===== src/rtl/pim_ctrl_pkg.sv =====
// pim_ctrl_pkg: types and constants shared by the PIM sequencer and its
// neighbours. The default address map also serves the DMA engine.
//   pim_state_e : sequencer FSM states
//   CTRL_*      : bit positions inside the CTRL register
//   DEF_PIM_*   : default memory map of the PIM slave port
package pim_ctrl_pkg;

  typedef enum logic [1:0] {
    ST_IDLE    = 2'd0,
    ST_DRIVE   = 2'd1,
    ST_WAIT    = 2'd2,
    ST_CAPTURE = 2'd3
  } pim_state_e;

  // CTRL register layout (write and read views share the low fields)
  localparam int CTRL_MASK_LSB    = 0;
  localparam int CTRL_SEL_LSB     = 4;
  localparam int CTRL_SEL_W       = 2;
  localparam int CTRL_START_BIT   = 8;
  localparam int CTRL_WL_CLR_BIT  = 9;
  localparam int CTRL_ERR_CLR_BIT = 10;
  localparam int CTRL_BUSY_BIT    = 10;
  localparam int CTRL_DONE_BIT    = 11;
  localparam int CTRL_ERR_BIT     = 12;

  localparam logic [31:0] DEF_PIM_CTRL         = 32'h4000_0010;
  localparam logic [31:0] DEF_PIM_R            = 32'h4000_0020;
  localparam logic [31:0] DEF_PIM_W_WEIGHT     = 32'h4000_0040;
  localparam logic [31:0] DEF_PIM_W_ACTIVATION = 32'h4000_0080;

endpackage


===== src/rtl/pim_wl_counter.sv =====
// pim_wl_counter: wordline pointer for weight programming.
//   i_clk, i_rst_n : clock, async active-low reset
//   i_clr          : reset pointer to 0 (wins over i_inc)
//   i_inc          : advance pointer by one, wrapping at 2^WL_ADDR_W
//   o_ptr          : current wordline pointer
module pim_wl_counter
  import pim_ctrl_pkg::*;
#(
  parameter int WL_ADDR_W = 6
) (
  input  logic                 i_clk,
  input  logic                 i_rst_n,
  input  logic                 i_clr,
  input  logic                 i_inc,
  output logic [WL_ADDR_W-1:0] o_ptr
);

  always_ff @(posedge i_clk or negedge i_rst_n) begin
    if (!i_rst_n) begin
      o_ptr <= '0;
    end else if (i_clr) begin
      o_ptr <= '0;
    end else if (i_inc) begin
      o_ptr <= o_ptr + WL_ADDR_W'(1);  // natural wrap 63 -> 0
    end
  end

endmodule


===== src/rtl/pim_ctrl_unit.sv =====
// pim_ctrl_unit: memory-mapped sequencer between the IDS bus PIM slave port
// and the PIM macros. Bus writes become weight/activation strobes; a start
// runs a fixed-latency compute and captures per-macro results.
//   i_pim_*         : bus slave port (addr, write, read, size, din, dout)
//   o_weight_out_en : one-hot weight write strobe, with o_wl_addr/o_cim_data
//   o_act_out_en    : activation drive strobe (snapshotted mask, DRIVE only)
//   o_act_out_data  : last accepted activation word
//   i_result_in     : macro results, macro k at [k*RESULT_W +: RESULT_W]
//   o_pim_busy      : FSM not idle
//
// state      | meaning
// -----------+--------------------------------------------------
// ST_IDLE    | accepts weight/activation writes and start
// ST_DRIVE   | one cycle of o_act_out_en = snapshotted mask
// ST_WAIT    | COMP_LAT cycles of macro compute latency
// ST_CAPTURE | latch all results, set done
module pim_ctrl_unit
  import pim_ctrl_pkg::*;
#(
  parameter int              XLEN             = 32,
  parameter int              N_MACRO          = 4,
  parameter int              WL_ADDR_W        = 6,
  parameter int              RESULT_W         = 16,
  parameter int              COMP_LAT         = 8,
  parameter logic [XLEN-1:0] PIM_CTRL         = DEF_PIM_CTRL,
  parameter logic [XLEN-1:0] PIM_R            = DEF_PIM_R,
  parameter logic [XLEN-1:0] PIM_W_WEIGHT     = DEF_PIM_W_WEIGHT,
  parameter logic [XLEN-1:0] PIM_W_ACTIVATION = DEF_PIM_W_ACTIVATION
) (
  input  logic                         i_clk,
  input  logic                         i_rst_n,
  input  logic [XLEN-1:0]              i_pim_addr,
  input  logic                         i_pim_write,
  input  logic                         i_pim_read,
  input  logic [3:0]                   i_pim_size,
  input  logic [XLEN-1:0]              i_pim_din,
  output logic [XLEN-1:0]              o_pim_dout,
  output logic [N_MACRO-1:0]           o_weight_out_en,
  output logic [WL_ADDR_W-1:0]         o_wl_addr,
  output logic [XLEN-1:0]              o_cim_data,
  output logic [N_MACRO-1:0]           o_act_out_en,
  output logic [XLEN-1:0]              o_act_out_data,
  input  logic [N_MACRO*RESULT_W-1:0]  i_result_in,
  output logic                         o_pim_busy
);

  localparam int CNT_W = (COMP_LAT > 1) ? $clog2(COMP_LAT) : 1;

  pim_state_e state_q, state_nxt;

  logic [N_MACRO-1:0]                mask_q, mask_snap;
  logic [CTRL_SEL_W-1:0]             sel_q;
  logic                              done_q, err_q;
  logic [N_MACRO-1:0][RESULT_W-1:0]  result_q;
  logic [CNT_W-1:0]                  lat_cnt;
  logic [WL_ADDR_W-1:0]              wl_ptr;
  logic [XLEN-1:0]                   rd_data, ctrl_rd;

  // Partial-size writes are ignored everywhere, including the busy error.
  logic wr_ok, ctrl_wr, weight_wr, act_wr, start_req, is_idle;
  logic weight_acc, act_acc, start_go, err_set, wl_clr, lat_done;

  assign wr_ok      = i_pim_write && (i_pim_size == 4'b1111);
  assign ctrl_wr    = wr_ok && (i_pim_addr == PIM_CTRL);
  assign weight_wr  = wr_ok && (i_pim_addr == PIM_W_WEIGHT);
  assign act_wr     = wr_ok && (i_pim_addr == PIM_W_ACTIVATION);
  assign start_req  = ctrl_wr && i_pim_din[CTRL_START_BIT];
  assign wl_clr     = ctrl_wr && i_pim_din[CTRL_WL_CLR_BIT];
  assign is_idle    = (state_q == ST_IDLE);
  assign weight_acc = weight_wr && is_idle;
  assign act_acc    = act_wr && is_idle;
  assign start_go   = start_req && is_idle;
  assign err_set    = !is_idle && (weight_wr || act_wr || start_req);
  assign lat_done   = (lat_cnt == '0);

  pim_wl_counter #(.WL_ADDR_W(WL_ADDR_W)) u_wl_counter (
    .i_clk   (i_clk),
    .i_rst_n (i_rst_n),
    .i_clr   (wl_clr),
    .i_inc   (weight_acc),
    .o_ptr   (wl_ptr)
  );

  always_ff @(posedge i_clk or negedge i_rst_n) begin
    if (!i_rst_n) state_q <= ST_IDLE;
    else          state_q <= state_nxt;
  end

  always_comb begin
    state_nxt    = state_q;
    o_act_out_en = '0;
    o_pim_busy   = (state_q != ST_IDLE);
    case (state_q)
      ST_IDLE:    if (start_go) state_nxt = ST_DRIVE;
      ST_DRIVE: begin
        o_act_out_en = mask_snap;
        state_nxt    = ST_WAIT;
      end
      ST_WAIT:    if (lat_done) state_nxt = ST_CAPTURE;
      ST_CAPTURE: state_nxt = ST_IDLE;
      default:    state_nxt = ST_IDLE;
    endcase
  end

  // Down-counter loaded in DRIVE so WAIT lasts exactly COMP_LAT cycles.
  always_ff @(posedge i_clk or negedge i_rst_n) begin
    if (!i_rst_n) begin
      lat_cnt <= '0;
    end else if (state_q == ST_DRIVE) begin
      lat_cnt <= CNT_W'(COMP_LAT - 1);
    end else if (state_q == ST_WAIT && !lat_done) begin
      lat_cnt <= lat_cnt - CNT_W'(1);
    end
  end

  always_comb begin
    ctrl_rd = '0;
    ctrl_rd[CTRL_MASK_LSB +: N_MACRO]   = mask_q;
    ctrl_rd[CTRL_SEL_LSB +: CTRL_SEL_W] = sel_q;
    ctrl_rd[CTRL_BUSY_BIT]              = o_pim_busy;
    ctrl_rd[CTRL_DONE_BIT]              = done_q;
    ctrl_rd[CTRL_ERR_BIT]               = err_q;
  end

  always_comb begin
    rd_data = '0;
    if (i_pim_addr == PIM_CTRL) rd_data = ctrl_rd;
    for (int k = 0; k < N_MACRO; k++) begin
      if (i_pim_addr == PIM_R + XLEN'(4 * k)) rd_data = XLEN'(result_q[k]);
    end
  end

  always_ff @(posedge i_clk or negedge i_rst_n) begin
    if (!i_rst_n) begin
      mask_q          <= '0;
      mask_snap       <= '0;
      sel_q           <= '0;
      done_q          <= 1'b0;
      err_q           <= 1'b0;
      result_q        <= '0;
      o_weight_out_en <= '0;
      o_wl_addr       <= '0;
      o_cim_data      <= '0;
      o_act_out_data  <= '0;
      o_pim_dout      <= '0;
    end else begin
      if (ctrl_wr) begin
        mask_q <= i_pim_din[CTRL_MASK_LSB +: N_MACRO];
        sel_q  <= i_pim_din[CTRL_SEL_LSB +: CTRL_SEL_W];
      end
      if (start_go) begin
        mask_snap <= i_pim_din[CTRL_MASK_LSB +: N_MACRO];
        done_q    <= 1'b0;
      end
      if (state_q == ST_CAPTURE) begin
        result_q <= i_result_in;
        done_q   <= 1'b1;
      end
      // A fresh violation outranks a clear arriving in the same write.
      if (err_set)                                   err_q <= 1'b1;
      else if (ctrl_wr && i_pim_din[CTRL_ERR_CLR_BIT]) err_q <= 1'b0;

      o_weight_out_en <= weight_acc ? (N_MACRO'(1) << sel_q) : '0;
      if (weight_acc) begin
        o_wl_addr  <= wl_ptr;
        o_cim_data <= i_pim_din;
      end
      if (act_acc)    o_act_out_data <= i_pim_din;
      if (i_pim_read) o_pim_dout     <= rd_data;
    end
  end

endmodule


===== config.mk =====
export PLATFORM = sky130hd
export DESIGN_NAME = pim_ctrl_unit
export DESIGN_NICKNAME = d
export VERILOG_FILES = /design/src/rtl/pim_ctrl_pkg.sv /design/src/rtl/pim_wl_counter.sv /design/src/rtl/pim_ctrl_unit.sv
export SDC_FILE = /design/constraint.sdc
export NUM_CORES = 1
export LEC_CHECK = 0
export ABC_AREA = 1
export CORE_MARGIN = 2
export CORE_UTILIZATION = 51
export CTS_CLUSTER_SIZE = 30
export DETAILED_ROUTE_END_ITERATION = 10
export PLACE_DENSITY = 0.84
export SYNTH_ARGS = -nofsm -noshare
export SYNTH_HDL_FRONTEND = slang
export SYNTH_SLANG_ARGS = --single-unit

===== constraint.sdc =====
create_clock -name i_clk -period 4.3 [get_ports i_clk]
set_input_delay 0.645 -clock i_clk [delete_from_list [all_inputs] [get_ports i_clk]]
set_output_delay 0.645 -clock i_clk [all_outputs]
set_load 0.01 [all_outputs]

== After elaboration in Yosys (flattened, before gate mapping) ==
Cells that the tools add are included.

* Register bits: 193
* Input port bits: 136
* Word-level logic and storage cells: 75
* Output and inout port bits: 111

* Shift-type cells: 1
* $add $sub $neg: 2
* Multiplexer cells: 18
* Equal/unequal tests: 13
* Reduce and logical (&&, ||, !) cells: 24

{| class="wikitable"
|+ Operator list
! cell !! number
|-
| $eq 32x31->1 const B || 7
|-
| $mux 16 || 3
|-
| $mux 32 || 1
|-
| $mux 13 || 1
|-
| $logic_and 1x1->1 || 12
|-
| $mux 6 || 2
|-
| $reduce_bool 2->1 || 5
|-
| $mux 4 || 2
|-
| $pmux 2 s4 || 1
|-
| $add 6x1->6 const B || 1
|-
| $mux 3 || 2
|-
| $eq 2x2->1 const B || 2
|-
| $eq 4x4->1 const B || 1
|-
| $mux 1 || 4
|-
| $mux 2 || 2
|-
| $shl 1x2->4 const A || 1
|-
| $logic_not 3->1 || 1
|-
| $sub 3x1->3 const B || 1
|-
| $eq 2x1->1 const B || 1
|-
| $logic_not 1->1 || 2
|-
| $logic_not 2->1 || 1
|-
| $logic_or 1x1->1 || 2
|-
| $ne 2x1->1 const B || 1
|-
| $ne 2x2->1 const B || 1
|-
| $reduce_and 2->1 || 1
|}

== Longest topological paths before layout ==
* Word-level depth: 7
* Mapped depth: 12
* Depth with buffers taken out: 12

== Cells and area by module ==
From an unflattened synthesis, not the netlist that was laid out.

* Cell total of the unflattened synthesis: 970
* Area total of the unflattened synthesis: 7,882.6 um2

{| class="wikitable"
|+ Modules (own cells, without submodules)
! module !! instances !! cells each !! area each (um2) !! sequential area each (um2)
|-
| pim_ctrl_unit || 1 || 931 || 7,562.3 || 4,279.1
|-
| pim_wl_counter || 1 || 39 || 320.3 || 150.1
|}

== Worst setup path after synthesis ==
Ideal clock, no wire load.

* Kind: input to register
* Start point: input port i_pim_addr[27]
* End point: register u_wl_counter.o_ptr[1]
* Library setup time: 0.124 ns
* Data arrival time: 1.720 ns
* Cell stages on the path: 10
* Required time: 4.176 ns
* Path buffers: 1
* Path slack: 2.456 ns
* Cells stage by stage: nor2_1 > and2_1 > nand2_1 > nor2_4 > nand2_2 > inv_2 > nand3_4 > buf_2 > o21ai_1 > a21oi_1

* Word-level cells in the longest chain between the ends: 4
* Elaborated cells on any way between the ends: 8
* Classes of those cells: eq/ne: 2; mux: 1; reduce/logical: 5

{| class="wikitable"
|+ Ends and longest elaborated chain
! what !! RTL line !! source
|-
| from (decl) || pim_ctrl_unit.sv:32 || <nowiki>input logic [XLEN-1:0] i_pim_addr,</nowiki>
|-
| $eq 32x31->1 (on tied branches) || pim_ctrl_unit.sv:64, pim_ctrl_unit.sv:65 ||
|-
| $logic_and 1x1->1 (on tied branches) || pim_ctrl_unit.sv:64, pim_ctrl_unit.sv:65 ||
|-
| $logic_and 1x1->1 (on tied branches) || pim_ctrl_unit.sv:68, pim_ctrl_unit.sv:70 ||
|-
| $mux 6 or $reduce_bool 2->1 (tied branches) || -- ||
|-
| to (signal assigned) || pim_wl_counter.sv:24 || <nowiki>o_ptr <= o_ptr + WL_ADDR_W'(1);</nowiki>
|-
| to (decl) || pim_wl_counter.sv:15 || <nowiki>output logic [WL_ADDR_W-1:0] o_ptr</nowiki>
|}

Parallel ways exist; a longest one is shown, timed or not.
A chain may end at the register's enable or synchronous reset.

== Worst setup path after layout ==
* Start point: register state_q[0]
* End point: output port o_pim_busy

* Word-level cells in the longest chain between the ends: 1

{| class="wikitable"
|+ Ends and longest elaborated chain
! what !! RTL line !! source
|-
| from (decl) || pim_ctrl_unit.sv:49 || <nowiki>pim_state_e state_q, state_nxt;</nowiki>
|-
| from (signal assigned) || pim_ctrl_unit.sv:86 || <nowiki>else state_q <= state_nxt;</nowiki>
|-
| $reduce_bool 2->1 || pim_ctrl_unit.sv:92 || <nowiki>o_pim_busy = (state_q != ST_IDLE);</nowiki>
|-
| to (decl) || pim_ctrl_unit.sv:44 || <nowiki>output logic o_pim_busy</nowiki>
|}

Every way passes these cells.

==> results.md <==
- End of the critical path: o_pim_busy
- Status: completed
- Tcrit/Tclk final: 65.0%
- Worst Path Required: 3.65 ns
- Worst hold-check path type: in2async
- ANT nets after route: 0
- CTS buffer count: 17
- Initial antenna violation count: 0
- Ports: 247
- DP Wirelength: 15500 um
- Iteration-0 DRC Markers: 578
- Die Area: 0.0167 mm^2
- Dominant cells by area after synthesis: dfrtp_1 (55%), nand2_1 (17%), o21ai_1 (4.8%)
- Mapped Area: 0.00799 mm^2
- WP data arrival: 2.15 ns
- FP Rows: 45
- Gate Count Post-Synth: 952
- # Post-CTS Setup Buffers: 0
- Synth warn: 0
- Mapped Avg Cell Area: 8.39 um^2
- Fin util: 71.9%
- Die Height: 129 um
- Sequential cell area fraction in the yosys report: 55.4%
- Yosys cell types: 34
- Max Slew Vio Count: 0
- Max Clk Rate: 0.358 GHz
- Clk slew on worst S/H paths: 0.06 ns
- Crit-path cells: inv_1 -> ha_1 -> inv_1 -> clkdlybuf4s50_1
- Final setup violation count: 0
- Critical Path Fanout Max: 6
- Cell mode on critical path: inv_1
- Skew final: 0.00856 ns
- Mux share of post-synthesis cell area: 0%
- Nature of the critical path startpoint: flop
- Synth top area share: 55.4%
- H-tree depth: 4
- Max stage delay cell, worst path: clkdlybuf4s50_1
- Slew margin rel.: 49.6%
- # port buffers: 230
- Worst r2r dst: o_cim_data[17]
- Initial DRT Pass Iterations: 5
- Layout cells sized above 1: 6.52%
- Clk sinks: 177
- Area leader, netlist: dfrtp_1
- Global-route wire length before repair: 34600 um
- Vias: 7090
- Worst-case reg-to-reg path depth: 6
- Vias in the first global route: 6939
- Synthesis-stage register bit count: 177
- Final TNS setup: 0 ns
- Clock Path Buffers: 2
- R2r setup slk: 2.18 ns
- Fin area: 0.0110 mm^2
- Pleak: 5.33 nW
- Post-DR vias/cell: 5.09
- Largest family of logic cells by synthesized area: simple AND/OR/NAND/NOR gates
- Worst-Skew Late Latency: 0.43 ns
- # resized after CTS: 0
- Total power: 3.51 mW
- TritonCTS clock tree: done
- Placed cell area: 0.0104 mm^2
- Global Route Usage Sum: 26.9%
- Die extent in x: 129 um
- Crit Path Category: reg2out
- Starting Density: 52.4%
- Worst Setup End Kind: primary output
- Ant. Diodes: 0
- Routed Wire Length: 22000 um
- CP Launch Point: state_q[0]
- RSZ-0062 raised after global routing: no
- Gr ovfl total: 0
- Area added between synthesis and finish: 37.3%
- Post-synthesis xor/xnor area fraction: 0.329%
- GP Congestion: 0.848
- # Max-Cap Violations: 0
- Final hold vios: 0
- Worst reg2reg path startpoint: state_q[0]
- Worst-margin pin slew: 0.757 ns
- Core area: 0.0153 mm^2
- Residual DRC: 0
- Clk root buf: clkbuf_16
- VDD IR-drop max: 278 uV
- Largest net degree at the start of global routing: 84
- Final Net Count: 1312
- Tmin final: 2.79 ns
- Post-synthesis compound-gate area fraction: 8.00%
- Max incr delay on CP: 0.57 ns
- Synth Area in Adders: 1.10%
- Cell Pwr Density: 320 mW/mm^2
- Synth Area in Simple Gates: 26.9%
- WL per Instance: 15.8 um
- CTS Hold Bufs: 0
final cells by class:
| cell class | count | area (um^2) |
|---|---|---|
| flip-flops and latches | 177 | 4430 |
| fillers | 1141 | 4290 |
| multi-input cells | 640 | 2960 |
| repair buffers | 237 | 2360 |
| clock buffers | 19 | 443 |
| inverters | 96 | 360 |
| well taps | 211 | 264 |
| clock inverters | 12 | 156 |
cells by family after synthesis:
| kind of cell | Yosys count |
|---|---|
| AOI/OAI and AO/OA | 123 |
| xor gates and xnor gates | 3 |
| adders and majority gates | 7 |
| buffers and inverters | 150 |
| DFF | 177 |
| other | 1 |
| and+or+nand+nor | 491 |
how the worst min path moves through the flow:
stage	to	slack, ns	startpoint	cells past startpoint
final	o_cim_data[21]	0.27	i_rst_n	1
after global routing	o_cim_data[21]	0.32	i_rst_n	1
after CTS	o_cim_data[21]	0.29	i_rst_n	1
after detailed placement	result_q[49]	0.46	result_q[49]	2
after global placement	result_q[24]	0.45	result_q[24]	2
after floorplan	done_q	0.35	i_rst_n	0
per-stage QoR:
step	std cells	hold slack, ns	setup WS (ns)
after global routing	1392	0.316	1.39
after floorplan	967	0.349	2.46
after CTS	1392	0.287	1.50
final	1392	0.266	1.51
after global placement	1361	0.454	1.27
after detailed placement	1361	0.460	1.20
where the power goes:
group | internal, mW | leakage (nW) | switching, mW
Clock | 0.928 | 0.282 | 0.637
Sequential | 1.70 | 2.30 | 0.0174
Combinational | 0.128 | 2.75 | 0.107
sequential cells by signal, indices dropped and copies added (netlist names):
name and cells:
state_q 2, o_cim_data 32, mask_snap 4, lat_cnt 3, result_q 64, err_q 1, o_wl_addr 6, o_weight_out_en 4
mask_q 4, o_pim_dout 16, u_wl_counter.o_ptr 6, o_act_out_data 32, done_q 1, sel_q 2
placed cells by master (no fill, tap or decap), drive strengths merged, types with 4 or more instances in the layout:
cell type,instances
nand2,368
clkdlybuf4s50,229
dfrtp,177
o21ai,101
inv,98
nand3,49
nor2,47
clkbuf,19
conb,16
nand4,14
a21oi,14
o211ai,8
buf,8
ha,7
nor3,7
clkinvlp,4
layer usage:
layer / vias up / track usage (%) / wire [um]
li1: 3389 / - / -
met1: 3314 / 36.3 / 8880
met2: 334 / 42.7 / 10300
met3: 53 / 5.95 / 2020
met4: 0 / 10.5 / 728
met5: - / 0 / 0
critical path, delay by kind of cell (launching register included):
family     cells  cell delay, ns
fa+ha+maj      1            0.43
buf+inv        3            0.89
flops          1            0.41
synthesized netlist by cell type, drive strengths merged:
| library cell | count |
|---|---|
| and2 | 1 |
| or2 | 1 |
| nand3b | 2 |
| clkbuf | 18 |
| o21ai | 101 |
| xor2 | 3 |
| nor2 | 47 |
| nand4 | 14 |
| a21oi | 14 |
| inv | 96 |
| and3 | 1 |
| nor3b | 1 |
| nand3 | 49 |
| nand2 | 368 |
| buf | 36 |
| dfrtp | 177 |
| ha | 7 |
| conb | 1 |
| o211ai | 8 |
| nor3 | 7 |
(Power assumes the default switching activity.)
==> variant, RTL diff (same settings) <==
The output `o_weight_out_en` loses its register stage (`o_weight_out_en` becomes a continuous assignment).
--- a/src/rtl/pim_ctrl_unit.sv
+++ b/src/rtl/pim_ctrl_unit.sv
@@ -139,5 +139,4 @@
       err_q           <= 1'b0;
       result_q        <= '0;
-      o_weight_out_en <= '0;
       o_wl_addr       <= '0;
       o_cim_data      <= '0;
@@ -161,5 +160,4 @@
       else if (ctrl_wr && i_pim_din[CTRL_ERR_CLR_BIT]) err_q <= 1'b0;
 
-      o_weight_out_en <= weight_acc ? (N_MACRO'(1) << sel_q) : '0;
       if (weight_acc) begin
         o_wl_addr  <= wl_ptr;
@@ -171,4 +169,6 @@
   end
 
+  assign o_weight_out_en = weight_acc ? (N_MACRO'(1) << sel_q) : '0;
+
 endmodule
 
Check against the original RTL: not equivalent (Yosys sat finds a counterexample within 4 cycles, from zero or initial values and one cycle with i_rst_n low).
==> variant against the original RTL <==
  * Sequential cell count is 4 lower
  * Setup slack worse by 580 ps
  * Routed wire length is 5.0% lower
  * Power is 1.5% higher
  * Cell area is 0.94% higher
  * Core utilization is 1.4 points lower
  * Register-to-register slack worse by 240 ps
  * Clock skew is 2.1 ps higher
  * Synthesized area is 1.5% higher
  * Critical path type is now in2out
  * Largest cell class unchanged
  * Highest routed layer unchanged
==> variant: results <==
{
  "outcome": "completed",
  "fin_skew_ps": 10.7,
  "relSlewSlack": 0.353,
  "ys_warn_count": 0,
  "wl_per_cell_um": 14.8,
  "p_per_area_nw_per_um2": 322,
  "num-nonclk-inverters": 95,
  "wl_met1_mm": 8.70,
  "synth.area.top_cells": "dfrtp_1 53%, nand2_1 16%, inv_1 3.7%",
  "grt_pass1_vias": 6920,
  "synth_compound_area_frac": 0.0761,
  "yosysSeqAreaShare": 0.534,
  "seq-cell-share": 0.391,
  "use_met2": 0.427,
  "synthAdderAreaFrac": 0.0108,
  "placed_area_um2": 10400,
  "ir_worst_vdd_mv": 0.274,
  "ys_types": 31,
  "crit_arrival_ps": 2720,
  "drt_iter0_drc": 574,
  "nets": 1323,
  "grt_pass1_wl_mm": 33.1,
  "row_count": 46,
  "dp_cells": 1377,
  "ys_top_cells_by_count": "354 x nand2_1, 173 x dfrtp_1, 81 x inv_1",
  "synthCells": 966,
  "totalWireLength_mm": 20.9,
  "seq_cells": 173,
  "multi_input_area_share": 0.281,
  "crit_fanout": 5,
  "gp_congestion": 0.809,
  "clk_share": 0.0574,
  "met2_length_mm": 10.3,
  "use_met3": 0.0533,
  "drive_gt1_frac": 0.121,
  "signal_buffers": 238,
  "n_fill_cell": 1225,
  "grt_max_degree": 104,
  "power.leakage_uw": 0.00532,
  "vias_per_cell": 4.91,
  "n_multi_input_combinational_cell": 655,
  "synth_xor_area_frac": 0.00324
}
## variant: cell count changes in the layout (fill, tap and decap cells not counted), moves of 8 or more
cell      delta
nor2_1       +8
nand2_2     +32
nand3_1     +11
o211ai_1     -8
o21ai_0     -13
a21oi_1      -9
o21ai_1     -26
o21ai_2     +32
## variant: final timing paths
path / from / endpoint / slack, ps / cells past startpoint
min in group i_clk: result_q[59] / result_q[59] / 470 / 2
worst max-delay path: i_pim_addr[2] / o_weight_out_en[0] / 930 / 10
worst min register to register: result_q[59] / result_q[59] / 470 / 2
max in group asynchronous: i_rst_n / result_q[17] / 3070 / 2
worst min-delay path: i_rst_n / o_act_out_data[14] / 320 / 1
worst max register to register: state_q[1] / result_q[38] / 1940 / 6
## variant: where the power goes
part | internal [uW] | leakage, uW | total [uW] | switching (uW)
registers | 1660 | 0.00225 | 1670 | 16.0
clock network | 982 | 0.000298 | 1660 | 676
logic | 128 | 0.00277 | 236 | 108
